==> config.mk <==
export PLATFORM = sky130hd
export DESIGN_NAME = vec_execute_unit
export DESIGN_NICKNAME = d
export VERILOG_FILES = /design/src/rtl/vec_execute_unit.sv
export SDC_FILE = /design/constraint.sdc
export NUM_CORES = 1
export LEC_CHECK = 0
export ABC_AREA = 1
export BUFFER_PORTS_ARGS = -buffer_cell sky130_fd_sc_hd__buf_2
export CORE_UTILIZATION = 30
export DETAILED_ROUTE_END_ITERATION = 10
export PLACE_DENSITY_LB_ADDON = 0.25
export SYNTH_ARGS = -nofsm -noshare
export SYNTH_HDL_FRONTEND = slang
export SYNTH_SLANG_ARGS = --single-unit
export TNS_END_PERCENT = 5
==> constraint.sdc <==
create_clock -name clk -period 9.45 [get_ports clk]
set_input_delay 1.4175 -clock clk [delete_from_list [all_inputs] [get_ports clk]]
set_output_delay 1.4175 -clock clk [all_outputs]
set_load 0.01 [all_outputs]
==> src/rtl/vec_execute_unit.sv <==
// vec_execute_unit: execute stage of the vector CPU pipeline.
//   Single-cycle ops (VADD/VSUB/VADDI/VSHL/ADD/SUB/ADDI) register their result
//   on the accepting edge. Lane-serial ops (VMUL/VDOT) use one shared 8x8
//   multiplier for one lane per clock over 8 clocks. o_stall freezes upstream
//   while they run.
// Ports:
//   clk, reset         clock, synchronous active-high reset
//   i_en               stage advance; low freezes all state and outputs
//   i_opcode           5-bit operation code
//   i_reg1/2_data      32-bit scalar operands
//   i_immediate        8-bit immediate, zero-extended
//   i_vec1/2_data      64-bit vectors, lane i = bits [8i+7:8i]
//   i_wb_register      destination register index
//   o_stall            high while a lane-serial op is in progress
//   o_res_*            registered results, destination index and write enables

// Per-lane single-cycle ALU. Select codes: 0 add, 1 sub, 2 add imm, 3 shl imm.
module vec_lane_alu (
    input  logic [1:0] i_sel,
    input  logic [7:0] i_a,
    input  logic [7:0] i_b,
    input  logic [7:0] i_imm,
    output logic [7:0] o_res
);
    always_comb begin
        o_res = 8'h00;
        case (i_sel)
            2'd0: o_res = i_a + i_b;
            2'd1: o_res = i_a - i_b;
            2'd2: o_res = i_a + i_imm;
            2'd3: o_res = i_a << i_imm[2:0];
            default: o_res = 8'h00;
        endcase
    end
endmodule

module vec_execute_unit #(
    parameter int LANES = 8
) (
    input  logic                  clk,
    input  logic                  reset,
    input  logic                  i_en,
    input  logic [4:0]            i_opcode,
    input  logic [31:0]           i_reg1_data,
    input  logic [31:0]           i_reg2_data,
    input  logic [7:0]            i_immediate,
    input  logic [LANES*8-1:0]    i_vec1_data,
    input  logic [LANES*8-1:0]    i_vec2_data,
    input  logic [2:0]            i_wb_register,
    output logic                  o_stall,
    output logic [31:0]           o_res_scalar,
    output logic [LANES*8-1:0]    o_res_vec,
    output logic [2:0]            o_res_wb_register,
    output logic                  o_res_scalar_valid,
    output logic                  o_res_vec_valid
);
    localparam logic [4:0] OP_VADD  = 5'b00000;
    localparam logic [4:0] OP_VSUB  = 5'b00001;
    localparam logic [4:0] OP_VADDI = 5'b00010;
    localparam logic [4:0] OP_VMUL  = 5'b00011;
    localparam logic [4:0] OP_VSHL  = 5'b00100;
    localparam logic [4:0] OP_VDOT  = 5'b00101;
    localparam logic [4:0] OP_ADD   = 5'b01000;
    localparam logic [4:0] OP_SUB   = 5'b01001;
    localparam logic [4:0] OP_ADDI  = 5'b01010;

    typedef enum logic {IDLE, BUSY} state_t;

    state_t               r_state, w_state_next;
    logic [3:0]           r_cnt;
    logic [LANES*8-1:0]   r_v1, r_v2, r_pvec;
    logic [2:0]           r_wb;
    logic [4:0]           r_op;
    logic [31:0]          r_acc;
    logic [31:0]          r_res_scalar;
    logic [LANES*8-1:0]   r_res_vec;
    logic [2:0]           r_res_wb;
    logic                 r_sval, r_vval;

    logic                 w_serial;
    logic [1:0]           w_sel;
    logic [LANES*8-1:0]   w_lane_vec;
    logic [7:0]           w_la, w_lb;
    logic [15:0]          w_prod;
    logic                 w_last;

    assign w_serial = (i_opcode == OP_VMUL) || (i_opcode == OP_VDOT);
    assign w_last   = (r_cnt == 4'd7);

    always_comb begin
        w_sel = 2'd0;
        case (i_opcode)
            OP_VSUB:  w_sel = 2'd1;
            OP_VADDI: w_sel = 2'd2;
            OP_VSHL:  w_sel = 2'd3;
            default:  w_sel = 2'd0;
        endcase
    end

    for (genvar g = 0; g < LANES; g++) begin : g_lane
        vec_lane_alu u_lane (
            .i_sel (w_sel),
            .i_a   (i_vec1_data[8*g +: 8]),
            .i_b   (i_vec2_data[8*g +: 8]),
            .i_imm (i_immediate),
            .o_res (w_lane_vec[8*g +: 8])
        );
    end

    // Shared multiplier, fed from the captured operands by the lane counter.
    assign w_la   = r_v1[{r_cnt[2:0], 3'b000} +: 8];
    assign w_lb   = r_v2[{r_cnt[2:0], 3'b000} +: 8];
    assign w_prod = {8'h00, w_la} * {8'h00, w_lb};

    always_comb begin
        w_state_next = r_state;
        case (r_state)
            IDLE: if (i_en && w_serial) w_state_next = BUSY;
            BUSY: if (i_en && w_last)   w_state_next = IDLE;
            default: w_state_next = IDLE;
        endcase
    end

    always_ff @(posedge clk) begin
        if (reset) r_state <= IDLE;
        else       r_state <= w_state_next;
    end

    always_ff @(posedge clk) begin
        if (reset) begin
            r_cnt        <= 4'd0;
            r_acc        <= 32'd0;
            r_res_scalar <= 32'd0;
            r_res_vec    <= '0;
            r_res_wb     <= 3'd0;
            r_sval       <= 1'b0;
            r_vval       <= 1'b0;
        end else if (i_en) begin
            if (r_state == IDLE) begin
                // Every accepted instruction clears the valids unless it writes.
                r_sval <= 1'b0;
                r_vval <= 1'b0;
                case (i_opcode)
                    OP_VADD, OP_VSUB, OP_VADDI, OP_VSHL: begin
                        r_res_vec <= w_lane_vec;
                        r_res_wb  <= i_wb_register;
                        r_vval    <= 1'b1;
                    end
                    OP_ADD, OP_SUB, OP_ADDI: begin
                        if (i_opcode == OP_ADD)
                            r_res_scalar <= i_reg1_data + i_reg2_data;
                        else if (i_opcode == OP_SUB)
                            r_res_scalar <= i_reg1_data - i_reg2_data;
                        else
                            r_res_scalar <= i_reg1_data + {24'd0, i_immediate};
                        r_res_wb <= i_wb_register;
                        r_sval   <= 1'b1;
                    end
                    OP_VMUL, OP_VDOT: begin
                        r_v1  <= i_vec1_data;
                        r_v2  <= i_vec2_data;
                        r_wb  <= i_wb_register;
                        r_op  <= i_opcode;
                        r_cnt <= 4'd0;
                        r_acc <= 32'd0;
                    end
                    default: ;
                endcase
            end else begin
                r_cnt <= r_cnt + 4'd1;
                r_pvec[{r_cnt[2:0], 3'b000} +: 8] <= w_prod[7:0];
                r_acc <= r_acc + {16'd0, w_prod};
                if (w_last) begin
                    // Final lane bypasses r_pvec/r_acc so the result lands this edge.
                    r_res_wb <= r_wb;
                    if (r_op == OP_VMUL) begin
                        r_res_vec <= {w_prod[7:0], r_pvec[LANES*8-9:0]};
                        r_vval    <= 1'b1;
                    end else begin
                        r_res_scalar <= r_acc + {16'd0, w_prod};
                        r_sval       <= 1'b1;
                    end
                end
            end
        end
    end

    assign o_stall            = (r_state == BUSY);
    assign o_res_scalar       = r_res_scalar;
    assign o_res_vec          = r_res_vec;
    assign o_res_wb_register  = r_res_wb;
    assign o_res_scalar_valid = r_sval;
    assign o_res_vec_valid    = r_vval;
endmodule
==> impl_metrics.py <==
metrics = {
    "outcome": {
        "status": "finished, final reports clean",
    },
    "clock_network": {
        "cts_buffers": 42,
        "clock_path_buffers": 3,
        "clock_sinks": 330,
        "ctsHoldBuffers": 0,
        "cts_tree": "done",
        "cts-root-buf": "clkbuf_16",
        "clkSlewWorstSetupHoldPaths_ns": 0.06,
        "cts_max_level": 2,
        "clkLatencyLatePin_ns": 0.59,
        "cts_setup_buffers": 0,
        "post_cts_resize_count": 0,
    },
    "route": {
        "drc_errors": 0,
        "routed_wl_um": 107000,
        "routedWlPerCell_um": 21.37,
        "detail-route-antenna-nets": 0,
        "wl_met2_um": 49810,
        "vias": 25970,
        "first_pass_iters": 8,
        "drtIter0Drc": 2223,
        "detail_route.vias_per_cell": 5.187,
        "top_layer": "met5",
        "drt-met1-wl_um": 45380,
        "dr_wl_met3_um": 7499,
    },
    "logic_synthesis": {
        "synth.avg_cell_area_um2": 7.156,
        "synth_cell_types": 56,
        "synth_nets": 4009,
        "synth-async-reset-ratio_pct": 0,
        "synth-seq-area-share_pct": 33.18,
        "synth_cells": 3592,
        "synth.cell_area_mm2": 0.02571,
        "ys_ff_latch": 330,
        "synth_edf_count": 192,
        "synth-warning-count": 0,
        "synth_flop_cell": "edfxtp_1",
    },
    "grt": {
        "grt_pass1_vias": 24810,
        "grt_pass1_wl_um": 157000,
        "global_route.usage.total_pct": 24.26,
        "antenna_found_initial": 14,
        "grt-ovfl-total": 0,
        "grt_max_degree": 134,
    },
    "timing": {
        "finalMaxSlewViolations": 0,
        "clock-skew-final_ns": 0.04022,
        "setup_viol": 0,
        "hold_violations": 0,
        "hold_ws_ns": 0.4595,
        "finalWorstSetupSlack_ns": 1.196,
        "tightestPinTransition_ns": 1.206,
        "min_period_over_period_pct": 87.35,
        "max_slew_margin_pct": 18.96,
        "rsz0062_at_grt": "no",
        "setup_tns_ns": 0,
        "period_minus_slack_ns": 8.254,
        "fmax_mhz": 121.1,
    },
    "place": {
        "place_inst": 4922,
        "gp_congestion": 0.9403,
        "port_buffers": 312,
        "pre_cts_ws_ns": 1.276,
        "hpwlAfterDp_um": 82530,
    },
    "die": {
        "dieArea_mm2": 0.08686,
        "fp-row-count": 106,
        "io-pin-count": 313,
        "dieWidth_um": 294.7,
        "initial_core_util_pct": 30.52,
        "chipHeight_um": 294.7,
        "core-area_mm2": 0.08422,
    },
    "cells_and_area": {
        "drive_gt1_share_pct": 13.22,
        "fin_nets": 4249,
        "layout-area-overhead-vs-synth_pct": 16.22,
        "stdcell_count": 5006,
    },
    "power": {
        "switching_share_pct": 33.05,
        "pwr-share-seq_pct": 36.0,
        "ir_drop_v": 0.0001116,
        "power.switching_mw": 1.436,
        "clkPwrFrac_pct": 39.0,
        "combPwrFrac_pct": 25.0,
        "leakage_nw": 13.11,
        "power_mw": 4.346,
        "p_int_mw": 2.910,
        "p_per_area_mw_per_mm2": 145.5,
    },
    "setup_path": {
        "critPathMostFrequentCell": "inv_1",
        "required_ns": 9.91,
        "arrival_ns": 8.71,
        "setup.worst_path.class": "reg -> reg",
        "critPathMaxStageDelay_ns": 0.74,
        "worst-path-max-fanout": 15,
        "slowest_stage": "o22ai_1",
        "crit_path_start_kind": "flip-flop",
        "endpoint_kind": "flip-flop",
    },
    "worst_hold_path": {
        "hp-class": "reg -> reg",
    },
    "flow_run": {
        "drv_cap": 0,
    },
}
power by group through the flow:
| stage | Combinational, mW | Sequential, mW | Clock [mW] |
|---|---|---|---|
| 2_1_floorplan | 0.645 | 1.60 | 0 |
| 4_1_cts | 1.08 | 1.57 | 1.72 |
| 6_report | 1.08 | 1.57 | 1.69 |
| 3_3_place_gp | 1.08 | 1.60 | 0 |
| 5_1_grt | 1.20 | 1.57 | 1.77 |
| 3_5_place_dp | 1.08 | 1.60 | 0 |
worst max-delay path, delay by kind of cell (launching register included):
kind,cells,cell delay [ns]
flip-flops,1,0.31
XOR/XNOR,1,0.16
adder cells (fa/ha/maj),6,2.79
AND/OR/NAND/NOR,10,1.10
AO/OA/AOI/OAI,11,2.36
buffers and inverters,7,1.40
final cells by class:
class                   count  area, um2
diodes                      8      20.02
multi-input cells        2653      14880
repair buffers            354       1902
clock buffers              56       1175
well taps                1134       1419
flip-flops and latches    330       8533
fillers                  9073      54340
clock inverters            20      256.5
inverters                 451       1694
placed cells by master (no fill, tap or decap), types with 35 or more instances in the layout:
cell type and count:
nand2_1 559, nor2_1 468, inv_1 433, o21ai_0 423
a21oi_1 317, buf_2 312, nand3_1 230, edfxtp_1 192
ha_1 159, dfxtp_1 136, nor3_1 58, fa_1 46
clkbuf_16 43, o22ai_1 40, buf_4 40, a22oi_1 39
a31oi_1 35
routing by layer:
| layer | vias to the layer above | track usage, % |
|---|---|---|
| li1 | 12670 | - |
| met1 | 12220 | 31.19 |
| met2 | 894 | 40.35 |
| met3 | 174 | 4.049 |
| met4 | 6 | 9.413 |
| met5 | - | 0 |
logic make-up (layout without fill, tap and decap cells):
| group | after synthesis | after routing | synth area share, % |
|---|---|---|---|
| DFF | 330 | 330 | 33.18 |
| muxes | 7 | 7 | 0.2726 |
| buffers and inverters | 609 | 881 | 9.014 |
| other | 0 | 8 | 0 |
| xor gates and xnor gates | 52 | 52 | 1.772 |
| AOI/OAI and AO/OA | 958 | 958 | 20.57 |
| and+or+nand+nor | 1430 | 1430 | 23.82 |
| adders and majority gates | 206 | 206 | 11.37 |
registers in the layout, indices dropped and copies added, names as in the netlist, 3 cells and up:
name               cells
o_res_vec             64
r_wb                   3
o_res_wb_register      3
r_cnt                  4
r_acc                 32
r_v2                  64
r_pvec                56
r_op                   5
o_res_scalar          32
r_v1                  64
path summary, 6_finish.rpt:
path	startpoint	endpoint	slack, ns	cells after the start
setup reg to reg	r_cnt[1]	o_res_scalar[31]	1.20	35
hold reg to reg	o_res_vec[23]	o_res_vec[23]	0.46	2
setup / recovery	r_cnt[1]	o_res_scalar[31]	1.20	35
hold / removal	o_res_vec[23]	o_res_vec[23]	0.46	2
synth_stat cells, types with 35 or more instances:
library cell  number  area (um2)
nand2_1          560        2102
nor2_1           470        1764
inv_1            435        1633
o21ai_0          423        2117
a21oi_1          317        1587
nand3_1          230        1151
edfxtp_1         192        5766
ha_1             160        2002
dfxtp_1          138        2763
clkbuf_1         127       476.7
nor3_1            58       290.3
fa_1              46       920.9
o22ai_1           40       250.2
a22oi_1           39       292.8
a31oi_1           35       219.0
stage by stage:
| step | cell area, um2 | util, % |
|---|---|---|
| floorplan | 25710 | - |
| global placement | 28420 | 33.75 |
| detailed placement | 28420 | 33.75 |
| CTS | 29850 | 35.45 |
| global route | 29870 | 35.47 |
| finish | 29870 | 35.47 |
Power figures use the tool's default switching activity.
